## config.mk

```make
export PLATFORM = sky130hd
export DESIGN_NAME = ifetch_flat
export DESIGN_NICKNAME = d
export VERILOG_FILES = /design/src/rtl/ifetch_if.sv /design/src/rtl/ifetch.sv /design/src/flat_wrapper.sv
export SDC_FILE = /design/constraint.sdc
export NUM_CORES = 1
export LEC_CHECK = 0
export ABC_AREA = 1
export BUFFER_PORTS_ARGS = -buffer_cell sky130_fd_sc_hd__clkbuf_2
export CAP_MARGIN = 40
export CORE_MARGIN = 10
export CORE_UTILIZATION = 46
export CTS_CLUSTER_SIZE = 20
export DETAILED_ROUTE_END_ITERATION = 8
export PLACE_DENSITY = 0.75
export SYNTH_ARGS = -nofsm -noshare
export SYNTH_HDL_FRONTEND = slang
export SYNTH_SLANG_ARGS = --single-unit
```

## constraint.sdc

```tcl
create_clock -name clk -period 12.6 [get_ports clk]
set_input_delay 1.26 -clock clk [delete_from_list [all_inputs] [get_ports clk]]
set_output_delay 1.26 -clock clk [all_outputs]
set_load 0.01 [all_outputs]
```

## src/rtl/ifetch_if.sv

```systemverilog
// rtl/ifetch_if.sv - instruction memory and decode handshake bundle for ifetch
interface ifetch_if;
    logic        imem_req;
    logic [31:0] imem_addr;
    logic        imem_gnt;
    logic        imem_rvalid;
    logic [31:0] imem_rdata;
    logic        redirect;
    logic [31:0] redirect_pc;
    logic        instr_valid;
    logic [31:0] instr;
    logic [31:0] instr_pc;
    logic        instr_ready;

    modport master (
        output imem_req, imem_addr, instr_valid, instr, instr_pc,
        input  imem_gnt, imem_rvalid, imem_rdata, redirect, redirect_pc, instr_ready
    );

    modport slave (
        input  imem_req, imem_addr, instr_valid, instr, instr_pc,
        output imem_gnt, imem_rvalid, imem_rdata, redirect, redirect_pc, instr_ready
    );
endinterface

```

## src/rtl/ifetch.sv

```systemverilog
// rtl/ifetch.sv - instruction fetch unit: single-outstanding memory requests feeding a small buffer
module ifetch #(
    parameter logic [31:0] RESET_PC = 32'h0000_0000,
    parameter int          DEPTH    = 2
) (
    input  logic      clk,
    input  logic      reset,
    ifetch_if.master  bus
);
    localparam int PW = (DEPTH > 1) ? $clog2(DEPTH) : 1;
    localparam int CW = PW + 1;

    typedef enum logic [1:0] {IDLE, PEND, DROP} state_t;

    state_t        state;
    state_t        state_next;
    logic [31:0]   fetch_pc;
    logic [31:0]   req_pc;
    logic [31:0]   buf_data [DEPTH];
    logic [31:0]   buf_pc   [DEPTH];
    logic [PW-1:0] head;
    logic [PW-1:0] tail;
    logic [CW-1:0] count;
    logic [CW-1:0] credit_used;
    logic          push;
    logic          pop;
    logic          may_issue;
    logic          imem_req;
    logic          unused_low_bits;

    assign unused_low_bits = ^bus.redirect_pc[1:0];

    assign bus.imem_req    = imem_req;
    assign bus.imem_addr   = fetch_pc;
    assign bus.instr_valid = (count != '0);
    assign bus.instr       = buf_data[head];
    assign bus.instr_pc    = buf_pc[head];

    // A response completing this cycle frees the request slot, so a new
    // request may go out alongside it; this is what gives back-to-back fetch.
    always_comb begin
        state_next  = state;
        push        = 1'b0;
        may_issue   = 1'b0;
        pop         = bus.instr_valid && bus.instr_ready && !bus.redirect;
        credit_used = count + CW'(state == PEND) - CW'(pop);
        case (state)
            IDLE: may_issue = 1'b1;
            PEND: begin
                if (bus.imem_rvalid) begin
                    state_next = IDLE;
                    push       = !bus.redirect;
                    may_issue  = 1'b1;
                end else if (bus.redirect) begin
                    state_next = DROP;
                end
            end
            DROP: begin
                if (bus.imem_rvalid) state_next = IDLE;
            end
            default: state_next = IDLE;
        endcase
        imem_req = may_issue && !bus.redirect && !reset && (credit_used < CW'(DEPTH));
        if (imem_req && bus.imem_gnt) state_next = PEND;
    end

    always_ff @(posedge clk) begin
        if (reset) begin
            state    <= IDLE;
            fetch_pc <= {RESET_PC[31:2], 2'b00};
            req_pc   <= {RESET_PC[31:2], 2'b00};
            head     <= '0;
            tail     <= '0;
            count    <= '0;
        end else begin
            state <= state_next;
            if (bus.redirect) begin
                fetch_pc <= {bus.redirect_pc[31:2], 2'b00};
            end else if (imem_req && bus.imem_gnt) begin
                fetch_pc <= fetch_pc + 32'd4;
                req_pc   <= fetch_pc;
            end
            if (bus.redirect) begin
                head  <= '0;
                tail  <= '0;
                count <= '0;
            end else begin
                if (push) tail <= tail + PW'(1);
                if (pop)  head <= head + PW'(1);
                count <= count + CW'(push) - CW'(pop);
            end
        end
    end

    // Storage needs no reset: entries are only visible once count covers them.
    always_ff @(posedge clk) begin
        if (push && !reset) begin
            buf_data[tail] <= bus.imem_rdata;
            buf_pc[tail]   <= req_pc;
        end
    end
endmodule

```

## src/flat_wrapper.sv

```systemverilog
// flat-port wrapper written by rule: the top's interface ports become plain ports
module ifetch_flat 
#(
    parameter logic [31:0] RESET_PC = 32'h0000_0000,
    parameter int          DEPTH    = 2
)
  (clk, reset, bus_imem_req, bus_imem_addr, bus_instr_valid, bus_instr, bus_instr_pc, bus_imem_gnt, bus_imem_rvalid, bus_imem_rdata, bus_redirect, bus_redirect_pc, bus_instr_ready);
  ifetch_if bus_i ();
  input  logic clk;
  input  logic reset;
  output wire logic [$bits(bus_i.imem_req)-1:0] bus_imem_req;
  output wire logic [$bits(bus_i.imem_addr)-1:0] bus_imem_addr;
  output wire logic [$bits(bus_i.instr_valid)-1:0] bus_instr_valid;
  output wire logic [$bits(bus_i.instr)-1:0] bus_instr;
  output wire logic [$bits(bus_i.instr_pc)-1:0] bus_instr_pc;
  input wire logic [$bits(bus_i.imem_gnt)-1:0] bus_imem_gnt;
  input wire logic [$bits(bus_i.imem_rvalid)-1:0] bus_imem_rvalid;
  input wire logic [$bits(bus_i.imem_rdata)-1:0] bus_imem_rdata;
  input wire logic [$bits(bus_i.redirect)-1:0] bus_redirect;
  input wire logic [$bits(bus_i.redirect_pc)-1:0] bus_redirect_pc;
  input wire logic [$bits(bus_i.instr_ready)-1:0] bus_instr_ready;
  assign bus_imem_req = bus_i.imem_req;
  assign bus_imem_addr = bus_i.imem_addr;
  assign bus_instr_valid = bus_i.instr_valid;
  assign bus_instr = bus_i.instr;
  assign bus_instr_pc = bus_i.instr_pc;
  assign bus_i.imem_gnt = bus_imem_gnt;
  assign bus_i.imem_rvalid = bus_imem_rvalid;
  assign bus_i.imem_rdata = bus_imem_rdata;
  assign bus_i.redirect = bus_redirect;
  assign bus_i.redirect_pc = bus_redirect_pc;
  assign bus_i.instr_ready = bus_instr_ready;
  ifetch #(.RESET_PC(RESET_PC), .DEPTH(DEPTH)) u_core (.clk(clk), .reset(reset), .bus(bus_i));
endmodule
```

======== Word level (Yosys, flattened, before mapping) ========
Memory sizes are Yosys's and may differ from the RTL's. A register that Yosys moved wholly into a read port is not among the register bits.
Cells that the tools add are included.
word-level totals
  bits in registers ....................... 70
  output and inout bits ................... 98
  input bits .............................. 70
  memories ................................ 2
  RAM bits ................................ 128
  word-level logic and storage cells ...... 61
memory list
  memory           words  width  read ports  clocked after memory_dff  write ports  RTL line      RTL
  u_core.buf_data  2      32     1           1                         1            ifetch.sv:19  logic [31:0] buf_data [DEPTH];
  u_core.buf_pc    2      32     1           1                         1            ifetch.sv:20  logic [31:0] buf_pc [DEPTH];
operators by class
  eq/ne operators ......................... 7
  reduce and logical (&&, ||, !) cells .... 17
  bitwise logic cells ..................... 2
  add/sub/neg operators ................... 7
  order comparisons ....................... 1
  multiplexer cells ....................... 17
operator list
  cell                   number
  $mux 32                2
  $add 32x3->32 const B  1
  $mux 1                 10
  $logic_and 1x1->1      7
  $mux 2                 3
  $pmux 2 s3             1
  $reduce_and 3->1       2
  $add 2x1->2            2
  $ne 4x4->1 const B     1
  $reduce_bool 2->1      2
  $reduce_or 2->1        2
  $sub 2x1->2            2
  $ne 3x2->1 const B     1
  $ne 3x3->1 const B     1
  $add 1x1->1 const B    2
  $eq 2x1->1 const B     1
  $eq 2x2->1 const B     1
  $logic_not 1->1        2
  $logic_not 2->1        1
  $lt 2x2->1 const B     1
  $ne 2x1->1 const B     1
  $ne 2x2->1 const B     1
  $not 1->1              2
  $pmux 1 s2             1
  $reduce_and 2->1       1

======== Longest topological paths before layout ========
  depth after elaboration ................. 9
  gate-level depth with buffers ........... 17
  mapped depth without buffers ............ 15

======== Worst setup path before layout ========
No wires, ideal clock.
  path kind ............................... input -> register
  start point ............................. in bus_redirect
  end point ............................... mem u_core.buf_data[0][0] (enable)
  required time ........................... 12.041 ns
  arrival time ............................ 5.853 ns
  setup time .............................. 0.559 ns
  path buffers ............................ 1
  slack ................................... 6.188 ns
  stages on the path ...................... 4
  cell sequence ........................... buf_6 nor2_4 inv_1 nor3_1
on the way
  cells in the longest elaborated chain, start to end .. 6
ends and longest elaborated chain
  element                       RTL line            RTL
  from (decl)                   flat_wrapper.sv:19  input wire logic [$bits(bus_i.redirect)-1:0] bus_redirect;
  $logic_not 1->1               ifetch.sv:52        push = !bus.redirect;
  $mux 1                        ifetch.sv:50        if (bus.imem_rvalid) begin
  $mux 1                        ifetch.sv:47        case (state)
  $logic_and 1x1->1             ifetch.sv:97        if (push && !reset) begin
  $mux 1                        ifetch.sv:97
  $mux 1 (not written as such)  ifetch.sv:98        buf_data[tail] <= bus.imem_rdata;
  to (decl)                     ifetch.sv:19
Every way passes these cells.

======== Worst setup path after layout ========
  start point ............................. in bus_redirect
  end point ............................... out bus_imem_req
on the way
  cells in the longest elaborated chain, start to end .. 5
  elaborated cells between the ends (all ways) .. 7
ends and longest elaborated chain
  element               RTL line            RTL
  $logic_not 1->1       ifetch.sv:45        pop = bus.instr_valid && bus.instr_ready && !bus.redirect;
  $logic_and 1x1->1     ifetch.sv:45
  named net u_core.pop  ifetch.sv:26        logic pop;
  $sub 2x1->2           ifetch.sv:46        credit_used = count + CW'(state == PEND) - CW'(pop);
  $lt 2x2->1            ifetch.sv:63        imem_req = may_issue && !bus.redirect && !reset && (credit_used < CW'(DEPTH));
  $logic_and 1x1->1     ifetch.sv:63
  to (decl)             flat_wrapper.sv:11  output wire logic [$bits(bus_i.imem_req)-1:0] bus_imem_req;
The timed path passes the listed nets, and every way through them passes these cells.

==> results.yml <==
clock_tree:
  cts_hold_buf: 0
  cts_resized: 0
  cts_tree: "done"
  cts.reportedPaths.clkPinSlew_ns: 0.07
  htree_levels: 4
  cts_num_sinks: 191
  cts_buffers: 17
  clockBufferDepth: 2
  clock_latency_ns: 0.43
  cts_root_buf: "clkbuf_16"
  cts_setup_buffers: 0
global_routing:
  grt_usage_pct: 16.1
  grt_pass1_wl_um: 30600
  overflow: 0
  grt_pass1_vias: 5783
  antenna_found_initial: 0
  grt_max_degree: 66
setup_path:
  critPathBufInv: 5
  cp-end-kind: "primary output"
  cp_cell_sequence: "clkbuf_2 -> buf_4 -> nor2_1 -> ha_1 -> inv_1 -> nand3_1 -> nand2_1 -> nand3_2 -> inv_1 -> clkbuf_2"
  crit_fanout: 37
  crit_family: "buffers and inverters"
  cp.arrival_ns: 2.71
  cp_slowest_cell: "buf_4"
  cp.required_ns: 11.34
  crit_type: "input pin to primary output"
  start_kind: "input pin"
  critPathMaxStageDelay_ns: 0.35
floorplan:
  die_w_um: 153
  die_area_um2: 23400
  initial_core_util_pct: 47.1
  die_h_um: 153
  ios: 168
  std_cell_rows: 48
  core_area_um2: 17300
finish:
  fill_cells: 1550
  postLayoutCoreUtil_pct: 56.2
  seq_area_um2: 5070
  syn_to_final_growth_pct: 19.4
  multi_input_area_um2: 2690
  layout_commonest_cell: "nand2_1"
  drive_gt1_share_pct: 28.4
  diodes: 0
  most-common-layout-cells: "nand2_1, clkbuf_2, edfxtp_1, nor2_1, dfxtp_1"
  fin_nets: 1021
timing:
  fin_hold_ws_ns: 0.453
  timing.fmax_mhz: 252
  period_share_pct: 31.5
  finalHoldViolations: 0
  tns_ns: 0
  slew_viol_final: 0
  finalWorstSetupSlack_ns: 8.63
  setup_violations: 0
  rsz0062_at_grt: "no"
  period_minus_slack_ns: 3.97
  slew_headroom_pct: 44.2
  fin_skew_ns: 0.0128
  worst_pin_slew_ns: 0.837
detailed_routing:
  ant_nets: 0
  drt-wirelength-per-cell_um: 16.0
  drc_errors: 0
  vias: 5939
  routed_wl_um: 19000
  first_iter_violations: 391
  drt_first_pass_iters: 5
  avgViaCountPerCell: 5.01
  met3_wirelength_um: 1210
  top_layer_used: "met4"
  wl_met2_um: 8760
  wl_met1_um: 8640
yosys:
  ys_ff_latch: 191
  synth.distinct_cells: 30
  synth_area_um2: 8140
  ys_warn_count: 0
  netlist_instances: 791
  synth_top_area_cell: "edfxtp_1"
  ys_top_cells_by_area: "edfxtp_1, dfxtp_1, nand2_1, mux2_2, nor2_1"
  ys_seq_area_share_pct: 62.2
  synth.top_cell.area_share_pct: 45.7
  synth_area_per_cell_um2: 10.3
placed_design:
  io_buffers: 161
  hpwlAfterDp_um: 13400
  place_ws_ns: 8.61
  gp_congestion: 0.895
pwr:
  p_leak_nw: 3.92
  ir_worst_vdd_uv: 91.8
  power_density_nw_per_um2: 129
  p_total_mw: 1.25
hold_path:
  hold_path.class: "flip-flop to flip-flop"
outcome:
  run_status: "completed"
flow_run:
  drv_cap: 0
==> sequential cells by signal, summed over array words and instances, names as in the netlist, named ones only <==
name and flops:
u_core.head 1, u_core.buf_data 64, u_core.buf_pc 60, u_core.state 2, u_core.count 2, u_core.tail 1, u_core.req_pc 30, u_core.bus.imem_addr 30
==> cells in the mapped netlist (all sizes together) <==
cell type  count
conb           1
edfxtp       124
xor2           4
nand4          2
nor3           2
clkbuf        17
a21boi         1
nand2        192
buf           17
dfxtp         67
o31ai          1
mux2          62
a21oi         49
a211oi         1
o21ai         42
inv           61
ha             3
xnor2          1
nand3         53
nor2          91
==> stage by stage <==
step                      std cells  cell area, um^2
after global routing           1186             9720
final                          1186             9720
after detailed placement       1154             9190
after CTS                      1186             9720
after global placement         1151             9100
after floorplan                 794             8150
==> cell type report <==
class | count | share of cell area (%)
sequential | 191 | 52.1
multi-input combinational | 508 | 27.6
timing repair buffer | 169 | 9.52
clock buffer | 20 | 4.59
tap | 225 | 2.90
inverter | 61 | 2.36
clock inverter | 12 | 0.901
==> power breakdown <==
group	internal (mW)	leakage [nW]	total, mW	switching (mW)
registers	0.678	1.74	0.692	0.0138
logic	0.0278	1.93	0.0717	0.0438
clock network	0.258	0.258	0.487	0.228
total	0.964	3.92	1.25	0.286
==> routing by layer <==
metal,vias to the layer above,track usage [%]
li1,2970,-
met1,2723,21.1
met2,219,25.0
met3,27,4.26
met4,0,6.31
met5,-,0
==> worst register-to-register path, cell delays in order, from the launching register on <==
cell	delay (ns)
dfxtp_1	0.33
inv_1	0.09
nand2_1	0.08
nand2_1	0.12
nor2_1	0.06
ha_1	0.31
inv_1	0.08
nand3_1	0.08
nand2_1	0.14
nand4_4	0.48
nand2_2	0.44
inv_1	0.25
nand2_1	0.12
a21oi_1	0.06
==> worst paths after layout <==
| check | depth (start not counted) | from | slack, ns | to |
|---|---|---|---|---|
| worst max register to register | 13 | u_core.count[1]$_SDFF_PP0_ | 9.83 | u_core.bus.imem_addr[12]$_SDFFE_PP0P_ |
| worst min register to register | 0 | u_core.req_pc[8]$_SDFFE_PP0P_ | 0.45 | u_core.buf_pc[0][8]$_DFFE_PP_ |
| worst min-delay path | 0 | u_core.req_pc[8]$_SDFFE_PP0P_ | 0.45 | u_core.buf_pc[0][8]$_DFFE_PP_ |
| worst max-delay path | 10 | bus_redirect | 8.63 | bus_imem_req |
==> cells by family (layout without fill, tap and decap cells) <==
group	count (synthesis)	after routing	share of synthesized area, %
simple gates	340	340	17.2
xor+xnor	5	5	0.538
mux	62	62	8.58
fa+ha+maj	3	3	0.461
other cells	1	4	0.0461
compound gates	94	94	5.87
flops	191	191	62.2
buf+inv	95	262	5.12
Power figures use the tool's default switching activity.
